===== config.mk =====
export PLATFORM = sky130hd
export DESIGN_NAME = multicycle_control_flat
export DESIGN_NICKNAME = d
export VERILOG_FILES = /design/src/rtl/multicycle_control_if.sv /design/src/rtl/multicycle_control.sv /design/src/flat_wrapper.sv
export SDC_FILE = /design/constraint.sdc
export NUM_CORES = 1
export LEC_CHECK = 0
export ABC_AREA = 1
export CAP_MARGIN = 25
export CORE_ASPECT_RATIO = 1.25
export CORE_MARGIN = 2
export CORE_UTILIZATION = 37
export CTS_CLUSTER_DIAMETER = 80
export DETAILED_ROUTE_END_ITERATION = 10
export PLACE_DENSITY = 0.71
export SKIP_LAST_GASP = 1
export SLEW_MARGIN = 10
export SYNTH_ARGS = -nofsm -noshare
export SYNTH_HDL_FRONTEND = slang
export SYNTH_SLANG_ARGS = --single-unit

===== constraint.sdc =====
create_clock -name clk -period 2.08 [get_ports clk]
set_input_delay 0.208 -clock clk [delete_from_list [all_inputs] [get_ports clk]]
set_output_delay 0.208 -clock clk [all_outputs]
set_load 0.05 [all_outputs]

===== src/rtl/multicycle_control_if.sv =====
// Control/status bundle between the multicycle MIPS control FSM (master)
// and the datapath it steers (slave).
interface multicycle_control_if;
  logic [5:0] Opcode;
  logic [5:0] Funct;
  logic       Zero;
  logic [3:0] ALUOperation;
  logic       ALUSrcA;
  logic [1:0] ALUSrcB;
  logic       ExtSel;
  logic       IorD;
  logic       MemWrite;
  logic       IRWrite;
  logic       RegDst;
  logic       MemtoReg;
  logic       RegWrite;
  logic [1:0] PCSrc;
  logic       PCEn;
  logic       Illegal;

  modport master (
    input  Opcode, Funct, Zero,
    output ALUOperation, ALUSrcA, ALUSrcB, ExtSel, IorD, MemWrite, IRWrite,
           RegDst, MemtoReg, RegWrite, PCSrc, PCEn, Illegal
  );

  modport slave (
    output Opcode, Funct, Zero,
    input  ALUOperation, ALUSrcA, ALUSrcB, ExtSel, IorD, MemWrite, IRWrite,
           RegDst, MemtoReg, RegWrite, PCSrc, PCEn, Illegal
  );
endinterface


===== src/rtl/multicycle_control.sv =====
// Multicycle MIPS control FSM: sequences fetch/decode/execute/memory/writeback
// and drives ALU operation, datapath selects and write enables.
module multicycle_control #(
  parameter bit ILLEGAL_HOLD = 1'b0
) (
  input logic                  clk,
  input logic                  reset,
  multicycle_control_if.master bus
);

  typedef enum logic [3:0] {
    S_RESET, S_FETCH, S_DECODE, S_MEMADR, S_MEMRD, S_MEMWB, S_MEMWR,
    S_RTYPE_EX, S_ALUWB, S_ITYPE_EX, S_ITYPE_WB, S_BEQ, S_BNE, S_JUMP, S_ILLEGAL
  } state_t;

  localparam logic [3:0] ALU_AND = 4'b0000;
  localparam logic [3:0] ALU_OR  = 4'b0001;
  localparam logic [3:0] ALU_NOR = 4'b0010;
  localparam logic [3:0] ALU_ADD = 4'b0011;
  localparam logic [3:0] ALU_SUB = 4'b0100;
  localparam logic [3:0] ALU_SLL = 4'b0101;
  localparam logic [3:0] ALU_SRL = 4'b0110;
  localparam logic [3:0] ALU_LUI = 4'b0111;

  localparam logic [5:0] OP_RTYPE = 6'h00;
  localparam logic [5:0] OP_J     = 6'h02;
  localparam logic [5:0] OP_BEQ   = 6'h04;
  localparam logic [5:0] OP_BNE   = 6'h05;
  localparam logic [5:0] OP_ADDI  = 6'h08;
  localparam logic [5:0] OP_ANDI  = 6'h0C;
  localparam logic [5:0] OP_ORI   = 6'h0D;
  localparam logic [5:0] OP_LUI   = 6'h0F;
  localparam logic [5:0] OP_LW    = 6'h23;
  localparam logic [5:0] OP_SW    = 6'h2B;

  state_t     state_q, state_d;
  logic [3:0] alu_op_q, alu_op_d;
  logic       src_a_q, src_a_d;
  logic [1:0] src_b_q, src_b_d;
  logic       ext_sel_q, ext_sel_d;
  logic       iord_q, iord_d;
  logic       mem_write_q, mem_write_d;
  logic       ir_write_q, ir_write_d;
  logic       reg_dst_q, reg_dst_d;
  logic       mem_to_reg_q, mem_to_reg_d;
  logic       reg_write_q, reg_write_d;
  logic [1:0] pc_src_q, pc_src_d;
  logic       pc_write_q, pc_write_d;
  logic       branch_q, branch_d;
  logic       branch_ne_q, branch_ne_d;
  logic       illegal_q, illegal_d;
  logic       funct_ok;
  logic [3:0] funct_alu;

  always_comb begin
    funct_ok  = 1'b1;
    funct_alu = ALU_ADD;
    case (bus.Funct)
      6'h20:   funct_alu = ALU_ADD;
      6'h22:   funct_alu = ALU_SUB;
      6'h24:   funct_alu = ALU_AND;
      6'h25:   funct_alu = ALU_OR;
      6'h27:   funct_alu = ALU_NOR;
      6'h00:   funct_alu = ALU_SLL;
      6'h02:   funct_alu = ALU_SRL;
      default: funct_ok  = 1'b0;
    endcase
  end

  always_comb begin
    state_d = state_q;
    case (state_q)
      S_RESET:    state_d = S_FETCH;
      S_FETCH:    state_d = S_DECODE;
      S_DECODE: begin
        case (bus.Opcode)
          OP_LW, OP_SW:                     state_d = S_MEMADR;
          OP_RTYPE:                         state_d = funct_ok ? S_RTYPE_EX : S_ILLEGAL;
          OP_ADDI, OP_ANDI, OP_ORI, OP_LUI: state_d = S_ITYPE_EX;
          OP_BEQ:                           state_d = S_BEQ;
          OP_BNE:                           state_d = S_BNE;
          OP_J:                             state_d = S_JUMP;
          default:                          state_d = S_ILLEGAL;
        endcase
      end
      S_MEMADR:   state_d = (bus.Opcode == OP_LW) ? S_MEMRD : S_MEMWR;
      S_MEMRD:    state_d = S_MEMWB;
      S_RTYPE_EX: state_d = S_ALUWB;
      S_ITYPE_EX: state_d = S_ITYPE_WB;
      S_ILLEGAL:  state_d = ILLEGAL_HOLD ? S_ILLEGAL : S_FETCH;
      S_MEMWB, S_MEMWR, S_ALUWB, S_ITYPE_WB, S_BEQ, S_BNE, S_JUMP: state_d = S_FETCH;
      default:    state_d = S_RESET;
    endcase

    // Outputs are decoded from the next state so they register alongside it
    // and remain pure functions of the current state.
    alu_op_d     = ALU_ADD;
    src_a_d      = 1'b0;
    src_b_d      = 2'b00;
    ext_sel_d    = 1'b0;
    iord_d       = 1'b0;
    mem_write_d  = 1'b0;
    ir_write_d   = 1'b0;
    reg_dst_d    = 1'b0;
    mem_to_reg_d = 1'b0;
    reg_write_d  = 1'b0;
    pc_src_d     = 2'b00;
    pc_write_d   = 1'b0;
    branch_d     = 1'b0;
    branch_ne_d  = 1'b0;
    illegal_d    = 1'b0;
    case (state_d)
      S_FETCH: begin
        src_b_d    = 2'b01;
        ir_write_d = 1'b1;
        pc_write_d = 1'b1;
      end
      S_DECODE: src_b_d = 2'b11;
      S_MEMADR: begin
        src_a_d = 1'b1;
        src_b_d = 2'b10;
      end
      S_MEMRD:  iord_d = 1'b1;
      S_MEMWB: begin
        mem_to_reg_d = 1'b1;
        reg_write_d  = 1'b1;
      end
      S_MEMWR: begin
        iord_d      = 1'b1;
        mem_write_d = 1'b1;
      end
      S_RTYPE_EX: begin
        src_a_d  = 1'b1;
        alu_op_d = funct_alu;
      end
      S_ALUWB: begin
        reg_dst_d   = 1'b1;
        reg_write_d = 1'b1;
      end
      S_ITYPE_EX: begin
        src_a_d = 1'b1;
        src_b_d = 2'b10;
        case (bus.Opcode)
          OP_ANDI: begin alu_op_d = ALU_AND; ext_sel_d = 1'b1; end
          OP_ORI:  begin alu_op_d = ALU_OR;  ext_sel_d = 1'b1; end
          OP_LUI:  begin alu_op_d = ALU_LUI; ext_sel_d = 1'b1; end
          default: alu_op_d = ALU_ADD;
        endcase
      end
      S_ITYPE_WB: reg_write_d = 1'b1;
      S_BEQ, S_BNE: begin
        src_a_d     = 1'b1;
        alu_op_d    = ALU_SUB;
        pc_src_d    = 2'b01;
        branch_d    = (state_d == S_BEQ);
        branch_ne_d = (state_d == S_BNE);
      end
      S_JUMP: begin
        pc_src_d   = 2'b10;
        pc_write_d = 1'b1;
      end
      S_ILLEGAL: illegal_d = 1'b1;
      default: ;
    endcase
  end

  always_ff @(posedge clk or negedge reset) begin
    if (!reset) begin
      state_q      <= S_RESET;
      alu_op_q     <= ALU_ADD;
      src_a_q      <= 1'b0;
      src_b_q      <= '0;
      ext_sel_q    <= 1'b0;
      iord_q       <= 1'b0;
      mem_write_q  <= 1'b0;
      ir_write_q   <= 1'b0;
      reg_dst_q    <= 1'b0;
      mem_to_reg_q <= 1'b0;
      reg_write_q  <= 1'b0;
      pc_src_q     <= '0;
      pc_write_q   <= 1'b0;
      branch_q     <= 1'b0;
      branch_ne_q  <= 1'b0;
      illegal_q    <= 1'b0;
    end else begin
      state_q      <= state_d;
      alu_op_q     <= alu_op_d;
      src_a_q      <= src_a_d;
      src_b_q      <= src_b_d;
      ext_sel_q    <= ext_sel_d;
      iord_q       <= iord_d;
      mem_write_q  <= mem_write_d;
      ir_write_q   <= ir_write_d;
      reg_dst_q    <= reg_dst_d;
      mem_to_reg_q <= mem_to_reg_d;
      reg_write_q  <= reg_write_d;
      pc_src_q     <= pc_src_d;
      pc_write_q   <= pc_write_d;
      branch_q     <= branch_d;
      branch_ne_q  <= branch_ne_d;
      illegal_q    <= illegal_d;
    end
  end

  assign bus.ALUOperation = alu_op_q;
  assign bus.ALUSrcA      = src_a_q;
  assign bus.ALUSrcB      = src_b_q;
  assign bus.ExtSel       = ext_sel_q;
  assign bus.IorD         = iord_q;
  assign bus.MemWrite     = mem_write_q;
  assign bus.IRWrite      = ir_write_q;
  assign bus.RegDst       = reg_dst_q;
  assign bus.MemtoReg     = mem_to_reg_q;
  assign bus.RegWrite     = reg_write_q;
  assign bus.PCSrc        = pc_src_q;
  assign bus.Illegal      = illegal_q;
  assign bus.PCEn         = pc_write_q | (branch_q & bus.Zero) | (branch_ne_q & ~bus.Zero);

endmodule


===== src/flat_wrapper.sv =====
// flat-port wrapper written by rule: the top's interface ports become plain ports
module multicycle_control_flat 
#(
  parameter bit ILLEGAL_HOLD = 1'b0
)
  (clk, reset, bus_Opcode, bus_Funct, bus_Zero, bus_ALUOperation, bus_ALUSrcA, bus_ALUSrcB, bus_ExtSel, bus_IorD, bus_MemWrite, bus_IRWrite, bus_RegDst, bus_MemtoReg, bus_RegWrite, bus_PCSrc, bus_PCEn, bus_Illegal);
  multicycle_control_if bus_i ();
  input logic clk;
  input logic reset;
  input wire logic [$bits(bus_i.Opcode)-1:0] bus_Opcode;
  input wire logic [$bits(bus_i.Funct)-1:0] bus_Funct;
  input wire logic [$bits(bus_i.Zero)-1:0] bus_Zero;
  output wire logic [$bits(bus_i.ALUOperation)-1:0] bus_ALUOperation;
  output wire logic [$bits(bus_i.ALUSrcA)-1:0] bus_ALUSrcA;
  output wire logic [$bits(bus_i.ALUSrcB)-1:0] bus_ALUSrcB;
  output wire logic [$bits(bus_i.ExtSel)-1:0] bus_ExtSel;
  output wire logic [$bits(bus_i.IorD)-1:0] bus_IorD;
  output wire logic [$bits(bus_i.MemWrite)-1:0] bus_MemWrite;
  output wire logic [$bits(bus_i.IRWrite)-1:0] bus_IRWrite;
  output wire logic [$bits(bus_i.RegDst)-1:0] bus_RegDst;
  output wire logic [$bits(bus_i.MemtoReg)-1:0] bus_MemtoReg;
  output wire logic [$bits(bus_i.RegWrite)-1:0] bus_RegWrite;
  output wire logic [$bits(bus_i.PCSrc)-1:0] bus_PCSrc;
  output wire logic [$bits(bus_i.PCEn)-1:0] bus_PCEn;
  output wire logic [$bits(bus_i.Illegal)-1:0] bus_Illegal;
  assign bus_i.Opcode = bus_Opcode;
  assign bus_i.Funct = bus_Funct;
  assign bus_i.Zero = bus_Zero;
  assign bus_ALUOperation = bus_i.ALUOperation;
  assign bus_ALUSrcA = bus_i.ALUSrcA;
  assign bus_ALUSrcB = bus_i.ALUSrcB;
  assign bus_ExtSel = bus_i.ExtSel;
  assign bus_IorD = bus_i.IorD;
  assign bus_MemWrite = bus_i.MemWrite;
  assign bus_IRWrite = bus_i.IRWrite;
  assign bus_RegDst = bus_i.RegDst;
  assign bus_MemtoReg = bus_i.MemtoReg;
  assign bus_RegWrite = bus_i.RegWrite;
  assign bus_PCSrc = bus_i.PCSrc;
  assign bus_PCEn = bus_i.PCEn;
  assign bus_Illegal = bus_i.Illegal;
  multicycle_control #(.ILLEGAL_HOLD(ILLEGAL_HOLD)) u_core (.clk(clk), .reset(reset), .bus(bus_i));
endmodule

==> flow_summary.yaml <==
die:
  start_util: 0.382
  die_y_um: 70.7
  core-area_um2: 3450
  rows: 24
  io_pins: 33
  dieArea_um2: 4060
  die_w_um: 57.4
pwr:
  power_frac_comb: 0.604
  total_power_mw: 2.35
  swShare: 0.488
  p_int_mw: 1.20
  leakage_nw: 0.870
  power_switching_mw: 1.15
  ir_drop_uv: 739
  p_clk_frac: 0.112
  p_per_area_nw_per_um2: 1330
  seqPwrFrac: 0.283
final_layout:
  n_antenna_cell: 0
  nets: 232
  fin_area_um2: 1770
  final_cells: 255
  final_util: 0.513
  syn_to_final_growth_pct: 34.5
  drive_above_1_share: 0.176
synthesis:
  synth_top_family_by_area: "simple AND/OR/NAND/NOR gates"
  syn-instance-count: 174
  ys_ff_latch: 23
  seq_area_frac_synth: 0.439
  mappedNetlistNets: 189
  synth.mux.area_fraction: 0
  synth_fa_ha_area_frac: 0
  synth_area_um2: 1320
  synth_xor_area_frac: 0
  yosysWarnings: 0
  synth_top_area_cell: "dfrtp_1"
  synth_top_area_frac: 0.399
  synth_simple_gate_area_frac: 0.369
  synth_top_cells_by_area: "dfrtp_1 (40%), nand2_1 (8.8%), nand3_1 (8.0%)"
  syn_area_per_cell_um2: 7.57
  synth-compound-area-share: 0.104
  ys_types: 27
timing:
  worstMarginPinSlew_ns: 0.498
  slew_violations: 0
  hold_viol_final: 0
  rsz0062_at_grt: "no"
  relSlewSlack: 0.667
  fin_crit_ns: 1.81
  period_share: 0.869
  setup_viol: 0
  fin_worst_skew_ns: 0.00375
  fmax_ghz: 0.553
worst_setup_path:
  cp.arrival_ns: 2.00
  crit_fanout: 5
  worst_setup_path_end_kind: "register"
  startpoint_type: "input pin"
  cp.required_ns: 2.27
  rr_worst_depth: 11
  path_class: "in -> reg"
clock_tree:
  clkLatencyLatePin_ns: 0.26
  cts_setup_buffers: 0
  tritoncts: "yes"
  clk_root_buffer_cell: "clkbuf_8"
  cts_num_sinks: 23
  cts_hold_buf: 0
  cts_resized: 0
  cts_htree_levels: 1
  clockBufferDepth: 2
  cts_made_buffers: 3
  path_clk_slew_ns: 0.07
routing:
  avgViaCountPerCell: 4.73
  routedWlPerCell_um: 9.62
  drt-total-wl_mm: 2.45
  drt-initial-drc-count: 24
  drc: 0
  antenna_left: 0
  vias: 1205
  firstDrtPassIters: 4
grt:
  grt_max_degree: 24
  overflow: 0
  grt_pass1_vias: 1092
  antenna_found_initial: 0
  grt.total_usage: 0.133
  grt_first_pass_wirelength_mm: 4.30
placed_design:
  port_buffers: 31
  dpl-instance-area_um2: 1730
  place_congestion: 0.828
  placedCellCount: 251
  dp_hpwl_mm: 2.09
run:
  drv_cap: 0
worst_hold_path:
  hold_path.class: "in -> async"
outcome:
  outcome: "completed"
[cells in the mapped netlist]
| cell | n |
|---|---|
| a21oi_1 | 9 |
| a21oi_4 | 1 |
| buf_4 | 1 |
| conb_1 | 1 |
| dfrtp_1 | 21 |
| dfstp_2 | 2 |
| inv_1 | 23 |
| inv_2 | 5 |
| nand2_1 | 31 |
| nand2_2 | 5 |
| nand3_1 | 21 |
| nand3b_4 | 1 |
| nand4_1 | 2 |
| nor2_1 | 26 |
| nor2_2 | 6 |
| nor2_4 | 3 |
| nor3_1 | 2 |
| nor3_2 | 1 |
| nor4_1 | 1 |
| o211ai_1 | 1 |
| o21ai_0 | 4 |
| o21ai_2 | 2 |
| o21bai_1 | 1 |
| o221ai_1 | 1 |
| o22ai_1 | 1 |
| o31ai_1 | 1 |
| or2_1 | 1 |
[worst paths after layout]
kind	startpoint	end	slack (ns)
worst max-delay path	bus_Opcode[0]	u_core.bus.ALUOperation[0]$_DFF_PN1_	0.27
worst min-delay path	reset	u_core.bus.RegWrite$_DFF_PN0_	0.29
worst max register to register	u_core.state_q[2]$_DFF_PN0_	u_core.bus.ALUOperation[0]$_DFF_PN1_	0.28
worst min register to register	u_core.state_q[3]$_DFF_PN0_	u_core.bus.RegDst$_DFF_PN0_	0.62
max in group asynchronous	reset	u_core.bus.ALUOperation[1]$_DFF_PN1_	1.51
min in group clk	u_core.state_q[3]$_DFF_PN0_	u_core.bus.RegDst$_DFF_PN0_	0.62
[cell usage in the layout, fill, tap and decap left out, types with 3 or more instances in the layout]
master and instances:
clkbuf_8 3, dfrtp_1 21, nand3_1 21, clkdlybuf4s50_1 30
inv_2 5, nor2_4 3, buf_4 9, nor2_2 6
inv_1 23, a21oi_1 9, o21ai_0 4, nand2_2 5
nor2_1 26, nand2_1 31
[power by group through the flow]
stage	clock network [mW]	registers [mW]	logic (mW)
2_1_floorplan	0	0.979	0.716
3_3_place_gp	0	0.673	1.42
3_5_place_dp	0	0.677	1.43
4_1_cts	0.275	0.668	1.43
5_1_grt	0.294	0.685	1.57
6_report	0.264	0.666	1.42
[flip-flops by register name (all words and copies together), names as in the netlist, 2 cells and up]
name	flops
u_core.bus.ALUSrcB	2
u_core.bus.PCSrc	2
u_core.bus.ALUOperation	3
u_core.state_q	4
[cell families (layout without fill, tap and decap cells)]
kind of cell,Yosys count,in the layout
buf+inv,29,71
simple gates,100,100
flops,23,23
other cells,1,1
compound gates,21,21
[area by class of cell]
| class | count | area [µm²] |
|---|---|---|
| multi-input cells | 122 | 627 |
| inverters | 28 | 105 |
| fillers | 310 | 1680 |
| flip-flops and latches | 23 | 578 |
| well taps | 39 | 48.8 |
| repair buffers | 39 | 368 |
| clock buffers | 4 | 45.0 |
[stage by stage]
step,TNS (ns),worst slack [ns],hold slack (ns)
after CTS,0,0.263,0.304
after floorplan,0,0.456,-0.0876
after global placement,-0.0297,-0.0142,0.585
final,0,0.273,0.293
after global routing,0,0.0384,0.331
after detailed placement,0,0.00882,0.579
[worst max-delay path: stages]
cell and delay, ns:
clkdlybuf4s50_1 0.57, nand2_1 0.11, nand3b_4 0.19, o21ai_2 0.17, o21ai_2 0.10, a21oi_4 0.17
nand3_1 0.12, nor2_2 0.15, nor2_2 0.07, nand2_1 0.08, nand2_1 0.06
[metal layers]
layer,wire [µm],global-route usage,vias up
li1,-,-,637
met3,87,0.0165,4
met4,40,0.0543,0
met5,0,0,-
met1,1000,0.152,535
met2,1320,0.244,29
Note: power is estimated with default switching activity, not from simulation.
